===== config.mk =====
export PLATFORM = sky130hd
export DESIGN_NAME = modn_counter_display_flat
export DESIGN_NICKNAME = d
export VERILOG_FILES = /design/src/rtl/modn_counter_display_if.sv /design/src/rtl/modn_counter_display.sv /design/src/flat_wrapper.sv
export SDC_FILE = /design/constraint.sdc
export NUM_CORES = 1
export LEC_CHECK = 0
export CAP_MARGIN = 20
export CORE_MARGIN = 4
export CORE_UTILIZATION = 57
export DETAILED_ROUTE_END_ITERATION = 8
export PLACE_DENSITY = 0.79
export SYNTH_ARGS = -nofsm -noshare
export SYNTH_HDL_FRONTEND = slang
export SYNTH_SLANG_ARGS = --single-unit

===== constraint.sdc =====
create_clock -name clk -period 2.4 [get_ports clk]
set_input_delay 0.48 -clock clk [delete_from_list [all_inputs] [get_ports clk]]
set_output_delay 0.48 -clock clk [all_outputs]
set_load 0.02 [all_outputs]

===== src/rtl/modn_counter_display_if.sv =====
// Control inputs and display outputs of modn_counter_display, bundled for the board top.
// The master modport drives the controls; the slave modport is the counter/display block.
interface modn_counter_display_if #(
  parameter int CW = 4
);
  logic          en;
  logic          up;
  logic          load;
  logic [CW-1:0] load_val;
  logic [CW-1:0] q;
  logic          tc;
  logic [7:0]    segment;
  logic [3:0]    ctrl;

  modport master (output en, up, load, load_val, input  q, tc, segment, ctrl);
  modport slave  (input  en, up, load, load_val, output q, tc, segment, ctrl);
endinterface


===== src/rtl/modn_counter_display.sv =====
// Mod-N up/down counter with tick prescaler and scanned 7-segment decimal display.
// Optional: define MODN_LEADING_ZERO_BLANK_EN to blank leading zero digits (units never blanked).
module modn_counter_display #(
  parameter int MODULUS  = 12,
  parameter int CLK_DIV  = 2000000,
  parameter int SCAN_DIV = 2000,
  parameter int DIGITS   = 2
) (
  input  logic                  clk,
  input  logic                  reset,
  modn_counter_display_if.slave bus
);
  localparam int CW = $clog2(MODULUS);
  localparam int PW = (CLK_DIV  > 1) ? $clog2(CLK_DIV)  : 1;
  localparam int SW = (SCAN_DIV > 1) ? $clog2(SCAN_DIV) : 1;
  localparam logic [CW-1:0] CNT_MAX = CW'(MODULUS - 1);

  logic [PW-1:0] pre_q, pre_d;
  logic [SW-1:0] scan_q, scan_d;
  logic [CW-1:0] count_q, count_d;
  logic          tc_q, tc_d;
  logic [1:0]    idx_q, idx_d;
  logic [7:0]    seg_q, seg_d;
  logic [3:0]    ctrl_q, ctrl_d;
  logic          tick, scan_stb;
  logic [3:0]    digit [4];
  logic [3:0]    blank;
  int unsigned   rem;

  function automatic logic [7:0] seg_pattern(input logic [3:0] d);
    case (d)
      4'd0:    return 8'b11111100;
      4'd1:    return 8'b01100000;
      4'd2:    return 8'b11011010;
      4'd3:    return 8'b11110010;
      4'd4:    return 8'b01100110;
      4'd5:    return 8'b10110110;
      4'd6:    return 8'b10111110;
      4'd7:    return 8'b11100000;
      4'd8:    return 8'b11111110;
      4'd9:    return 8'b11110110;
      default: return 8'b00000000;
    endcase
  endfunction

  // NOTE: every always_comb output gets a default first so no path leaves it unassigned (no latch).
  always_comb begin
    tick    = (pre_q == PW'(CLK_DIV - 1));
    pre_d   = tick ? '0 : pre_q + 1'b1;
    count_d = count_q;
    tc_d    = 1'b0;
    if (bus.load) begin
      // Out-of-range loads saturate; a load also suppresses any wrap pulse this cycle.
      count_d = (32'(bus.load_val) >= MODULUS) ? CNT_MAX : bus.load_val;
    end else if (tick && bus.en) begin
      if (bus.up) begin
        tc_d    = (count_q == CNT_MAX);
        count_d = tc_d ? '0 : count_q + 1'b1;
      end else begin
        tc_d    = (count_q == '0);
        count_d = tc_d ? CNT_MAX : count_q - 1'b1;
      end
    end
  end

  // Binary to BCD by repeated constant division; d0 is the units digit.
  always_comb begin
    rem = 32'(count_q);
    for (int k = 0; k < 4; k++) begin
      digit[k] = 4'(rem % 10);
      rem      = rem / 10;
    end
  end

`ifdef MODN_LEADING_ZERO_BLANK_EN
  localparam int unsigned POW10 [4] = '{1, 10, 100, 1000};
  // Digit k is a leading zero exactly when the value is below 10^k.
  always_comb begin
    for (int k = 0; k < 4; k++) begin
      blank[k] = (k != 0) && (32'(count_q) < POW10[k]);
    end
  end
`else
  assign blank = 4'b0000;
`endif

  always_comb begin
    scan_stb = (scan_q == SW'(SCAN_DIV - 1));
    scan_d   = scan_stb ? '0 : scan_q + 1'b1;
    idx_d    = idx_q;
    ctrl_d   = ctrl_q;
    seg_d    = seg_q;
    if (scan_stb) begin
      idx_d  = (idx_q == 2'(DIGITS - 1)) ? 2'd0 : idx_q + 2'd1;
      ctrl_d = ~(4'b1000 >> idx_q);
      seg_d  = blank[idx_q] ? 8'b00000000 : seg_pattern(digit[idx_q]);
    end
  end

  // NOTE: state registers use non-blocking assignments so every flop samples pre-edge values.
  always_ff @(posedge clk or negedge reset) begin
    if (!reset) begin
      pre_q   <= '0;
      scan_q  <= '0;
      count_q <= '0;
      tc_q    <= 1'b0;
      idx_q   <= 2'd0;
      seg_q   <= 8'b00000000;
      ctrl_q  <= 4'b1111;
    end else begin
      pre_q   <= pre_d;
      scan_q  <= scan_d;
      count_q <= count_d;
      tc_q    <= tc_d;
      idx_q   <= idx_d;
      seg_q   <= seg_d;
      ctrl_q  <= ctrl_d;
    end
  end

  assign bus.q       = count_q;
  assign bus.tc      = tc_q;
  assign bus.segment = seg_q;
  assign bus.ctrl    = ctrl_q;
endmodule


===== src/flat_wrapper.sv =====
// flat-port wrapper written by rule: the top's interface ports become plain ports
module modn_counter_display_flat 
#(
  parameter int MODULUS  = 12,
  parameter int CLK_DIV  = 2000000,
  parameter int SCAN_DIV = 2000,
  parameter int DIGITS   = 2
)
  (clk, reset, bus_en, bus_up, bus_load, bus_load_val, bus_q, bus_tc, bus_segment, bus_ctrl);
  modn_counter_display_if #(.CW((4))) bus_i ();
  input  logic clk;
  input  logic reset;
  input wire logic [$bits(bus_i.en)-1:0] bus_en;
  input wire logic [$bits(bus_i.up)-1:0] bus_up;
  input wire logic [$bits(bus_i.load)-1:0] bus_load;
  input wire logic [$bits(bus_i.load_val)-1:0] bus_load_val;
  output wire logic [$bits(bus_i.q)-1:0] bus_q;
  output wire logic [$bits(bus_i.tc)-1:0] bus_tc;
  output wire logic [$bits(bus_i.segment)-1:0] bus_segment;
  output wire logic [$bits(bus_i.ctrl)-1:0] bus_ctrl;
  assign bus_i.en = bus_en;
  assign bus_i.up = bus_up;
  assign bus_i.load = bus_load;
  assign bus_i.load_val = bus_load_val;
  assign bus_q = bus_i.q;
  assign bus_tc = bus_i.tc;
  assign bus_segment = bus_i.segment;
  assign bus_ctrl = bus_i.ctrl;
  modn_counter_display #(.MODULUS(MODULUS), .CLK_DIV(CLK_DIV), .SCAN_DIV(SCAN_DIV), .DIGITS(DIGITS)) u_core (.clk(clk), .reset(reset), .bus(bus_i));
endmodule

# [Yosys cells after proc, flatten, opt, wreduce, memory -nomap -nowiden]
# Memory sizes are Yosys's and may differ from the RTL's. A register that Yosys moved wholly into a read port is not among the register bits.
# Index checks and enable logic that the tools add are counted.
[totals] regBits=51 romBits=112 input_bits=9 out_inout_bits=17 elab_cells=52 n_memories=1
[memory_table] memory="(no name shown)" words=16 word_bits=7 read_ports=1 rd_ports_with_merged_regs=1 wr=0 line="modn_counter_display.sv:31" rtl="case (d)"
[classes] add_sub_neg=5 n_div=7 order_cmp=3 n_eq_ne=4 shifts=1 n_mux=18 bitwise=2 n_reduce_logical=4
[ops] operator="32-bit by 4-bit remainder unit with 32-bit output (second input constant)" n=3
[ops] operator="32-bit by 4-bit divider with 32-bit output (second input constant)" n=2
[ops] operator="4-bit by 4-bit divider with 32-bit output (second input constant)" n=1
[ops] operator="4-bit by 4-bit remainder unit with 32-bit output (second input constant)" n=1
[ops] operator="4-bit two-way mux" n=8
[ops] operator="21-bit by 1-bit adder with 21-bit output (second input constant)" n=1
[ops] operator="21-bit == test (second input constant)" n=1
[ops] operator="21-bit two-way mux" n=1
[ops] operator="11-bit by 1-bit adder with 11-bit output (second input constant)" n=1
[ops] operator="11-bit == test (second input constant)" n=1
[ops] operator="11-bit two-way mux" n=1
[ops] operator="4-bit binary-select mux with 2-bit select" n=1
[ops] operator="8-bit two-way mux" n=1
[ops] operator="4-bit by 1-bit adder with 4-bit output (second input constant)" n=1
[ops] operator="4-bit == test (second input constant)" n=1
[ops] operator="4-bit >= comparator (second input constant)" n=1
[ops] operator="4-bit zero test" n=1
[ops] operator="1-bit two-way mux" n=4
[ops] operator="4-bit NOT" n=1
[ops] operator="4-bit by 2-bit right shift with 4-bit output (first input constant)" n=1
[ops] operator="4-bit by 1-bit subtractor with 4-bit output (second input constant)" n=1
[ops] operator="3-bit >= comparator (second input constant)" n=1
[ops] operator="2-bit by 3-bit less-than comparator with 1-bit output (second input constant)" n=1
[ops] operator="2-bit NOT with 3-bit output" n=1
[ops] operator="7 further kinds" n=7

# [Depth between registers and ports, before layout]
[depth] word_depth=7 mapped_depth=10 ltp_nobuf=10

# [Worst setup path before layout]
# Ideal clock, no wire load.
[synth_path] kind="flip-flop to flip-flop" start="register u_core.count_q[0] (netlist: u_core.bus.q[0])" end="register u_core.seg_q[6] (netlist: u_core.bus.segment[6])" arrival_ns=2.199 slack_ns=0.068 stages_incl_launch_ff=11 path_buffers=0 cell_sequence="dfrtp_1 > inv_1 > ha_1 > or3_1 > nand3_1 > a21oi_1 > ha_1 > a21oi_1 > a21oi_1 > o31ai_1 > o21ai_0"
[synth_via] elab_chain_cells=7 word_cells_on_any_way=10
[synth_rtl] item="start, declared" line="modn_counter_display.sv:20" rtl="logic [CW-1:0] count_q, count_d;"
[synth_rtl] item="start signal, assigned" line="modn_counter_display.sv:113" rtl="count_q <= count_d;"
[synth_rtl] item="4-bit by 4-bit divider with 32-bit output" line="modn_counter_display.sv:71" rtl="rem = rem / 10;"
[synth_rtl] item="32-bit by 4-bit divider with 32-bit output (2 in a row)" line="modn_counter_display.sv:71"
[synth_rtl] item="32-bit by 4-bit remainder unit with 32-bit output" line="modn_counter_display.sv:70" rtl="digit[k] = 4'(rem % 10);"
[synth_rtl] item="4-bit binary-select mux with 2-bit select (*)" line="modn_counter_display.sv:96" rtl="seg_d = blank[idx_q] ? 8'b00000000 : seg_pattern(digit[idx_q]);"
[synth_rtl] item="4-bit two-way mux (implied by the code) (*) (2 in a row)" line="modn_counter_display.sv:96"
[synth_rtl] item="end, declared" line="modn_counter_display.sv:23" rtl="logic [7:0] seg_q, seg_d;"
# Mark *: on every way between the ends. The rest lies on a longest branch, timed or not. The select of a mux whose other input is x is not followed.
# A chain may end at the register's enable or synchronous reset.

# [Worst setup path after layout]
# Ends and elaborated chain as after synthesis.

==> metrics <==
status complete, no violations; Worst-Skew Late Latency 0.31 ns; Setup crit start kind register; Power Dens Cells 530 mW/mm^2; initial antenna violation count 0; Hold Path Class primary input to asynchronous set/reset pin; Post-CTS Hold Buffers 0; core box area 0.00475 mm^2; First DRT Iteration DRCs 99; detailed placer's ending HPWL 3660 um; Mean Syn Cell Area 9.57 um^2; GP Congestion 0.855; Worst-Margin Slew 0.622 ns; final worst slack 0.207 ns; row count 25; P&R area growth vs syn 15.5%; Post-Synthesis Cells 294; Post-synth EDFFs 0; Primary FF master, synth dfrtp_1; Max IR drop VDD 0.387 mV; routed wire length 5180 um; Synth area leader dfrtp_1; R2R Path Start u_core.bus.q[0]$_DFFE_PN0P_; Initial Util 59.2%; routed via count 2146; Reg2Reg Depth 10; number of global-route vias before repair 2030; Nets 345; gr usage total 18.5%; crit end category register; CP Launch Point u_core.bus.q[0]$_DFFE_PN0P_; Slew Viols, Final 0; FF-to-FF End u_core.bus.segment[6]$_DFFE_PN0N_; clk buf depth 2; RSZ-0062 raised after global routing no; grt total ovfl 0; Synth warnings 0; Area after DPL 0.00313 mm^2; Synth area leaders dfrtp_1, ha_1, xnor2_1; Final Hold Violating Endpoints 0; layout cells sized above 1 10.8%; cts bufs inserted 5; CP max FO 4; Die Ht 78.2 um; register area 0.00126 mm^2; number of setup violations in the final report 0; WP data arrival 2.38 ns; first drt pass iteration count 4; number of I/O pins 26; Lkg Pwr 1.46 nW; number of synthesized register bits 50; WL per Instance 13.3 um; first-pass GRT wire length 9170 um; top-area cell type share of the netlist area 40.9%; root buffer cell clkbuf_8; CTS clk-pin slew, worst paths 0.09 ns; Req. time, crit path 2.58 ns; Final TNS setup 0 ns; clock period minus worst slack 2.19 ns; Max Cap Viol 0; Yosys cell types 54; Fin Clk Skew 0.00679 ns; Die Area 0.00612 mm^2; WHS 0.259 ns; Final Cell Area 0.00325 mm^2; crit path kind register to register; Layout fillers 398; htree depth 2; DRC violations left 0; Final ANT Viol Nets 0; Via density 5.50; worst reg2reg setup slack 0.21 ns; Diodes inserted 0; CTS tree done; largest net degree at the start of global routing 51; PortBufs 24; FMAX 456 MHz; sequential share of the synthesized area 44.7%; # clock sinks 50; fin crit share 91.4%; Mapped Area 0.00281 mm^2; area of the multi-input gates 0.00144 mm^2; Die X 78.2 um; slew margin rel. 58.5%; Post-Syn Nets 317; dpl ws 0.206 ns; ys async rst share 100%
[timing repair]
| action | in CTS | in global routing |
|---|---|---|
| endpoints found under the setup margin | 0 | 1 |
| resized for setup | 0 | 2 |
| buffers inserted | 0 | 0 |
[state kept, by name, indices dropped and copies added, names as in the netlist]
register / count
u_core.bus.segment: 7
u_core.idx_q: 2
u_core.bus.ctrl: 4
u_core.pre_q: 21
u_core.bus.tc: 1
u_core.bus.q: 4
u_core.scan_q: 11
[per-stage QoR]
| step | total power, mW | util [%] | instances |
|---|---|---|---|
| 2_1_floorplan | 1.03 | - | 294 |
| 3_3_place_gp | 1.12 | 65.8 | 382 |
| 3_5_place_dp | 1.12 | 65.8 | 382 |
| 4_1_cts | 1.74 | 68.2 | 390 |
| 5_1_grt | 1.81 | 68.3 | 390 |
| 6_report | 1.72 | 68.3 | 390 |
[metal layers]
| layer | track usage (%) | vias up | wire length, um |
|---|---|---|---|
| li1 | - | 1088 | - |
| met1 | 25.4 | 1006 | 2510 |
| met2 | 29.5 | 50 | 2390 |
| met3 | 4.47 | 2 | 247 |
| met4 | 4.90 | 0 | 29 |
| met5 | 0 | - | 0 |
[synth_stat cells, drive strengths merged, types with 2 or more instances]
cell,count
inv,15
nor2b,2
a221oi,2
xnor2,14
buf,8
a31oi,9
o31ai,6
nand4,9
nor4,2
nand2b,3
nor2,30
and3,8
nand3,16
dfstp,4
nor3b,3
o22a,2
ha,14
nand2,30
and2,2
dfrtp,46
and4,2
o211ai,5
or3,2
a21oi,8
mux2,2
mux2i,2
xor2,11
clkbuf,3
nor3,6
o21ai,15
[layout by cell type (no fill, tap or decap), types with 3 or more instances in the layout]
cell              n
a31oi_1           9
nand2b_1          3
nand3_1          15
xnor2_1          14
dfrtp_1          45
ha_1             14
and3_1            8
xor2_1           11
nand2_1          30
dfstp_2           4
a21oi_1           8
nand4_1           8
nor2_1           30
o211ai_1          5
clkbuf_8          5
nor3_1            4
buf_4             8
inv_1            15
nor3b_1           3
clkdlybuf4s50_1  23
o31ai_1           6
o21ai_0          14
[how the worst max path moves through the flow]
stage / slack [ns] / to / cells past startpoint
finish: 0.21 / u_core.bus.segment[6]$_DFFE_PN0N_ / 10
global route: 0.01 / u_core.bus.segment[6]$_DFFE_PN0N_ / 10
CTS: 0.18 / u_core.bus.segment[6]$_DFFE_PN0N_ / 9
detailed placement: 0.21 / u_core.bus.segment[6]$_DFFE_PN0N_ / 9
global placement: 0.27 / u_core.bus.segment[6]$_DFFE_PN0N_ / 9
floorplan: 0.07 / u_core.bus.segment[6]$_DFFE_PN0N_ / 10
[final cells by class]
class	instances	share of cell area, %
Sequential cell	50	38.7
Tap cell	67	2.58
Clock buffer	5	2.12
Clock inverter	3	1.46
Multi-Input combinational cell	217	44.2
Inverter	16	1.85
Timing Repair Buffer	32	9.09
[worst max-delay path: stages, from the launching register on]
cell and delay [ns]:
dfrtp_1 0.35, inv_1 0.09, ha_1 0.26, or3_4 0.36, nand3_1 0.09, a21oi_1 0.11
ha_1 0.33, a21oi_1 0.12, a21oi_1 0.05, o31ai_1 0.19, o21ai_0 0.12
[cells by family after synthesis]
family                     after synthesis  synth area share (%)
muxes                                    4                  1.51
AOI/OAI and AO/OA                       56                  13.2
DFF                                     50                  44.7
and+or+nand+nor                        117                  22.1
xor gates and xnor gates                25                  7.78
other                                    1                 0.133
adders and majority gates               14                  6.23
buffers and inverters                   27                  4.45
[where the power goes]
| group | switching [mW] | leakage [nW] | internal (mW) |
|---|---|---|---|
| clock | 0.299 | 0.0587 | 0.316 |
| sequential | 0.0131 | 0.644 | 0.849 |
| combinational | 0.146 | 0.754 | 0.101 |
(Power assumes the default switching activity.)
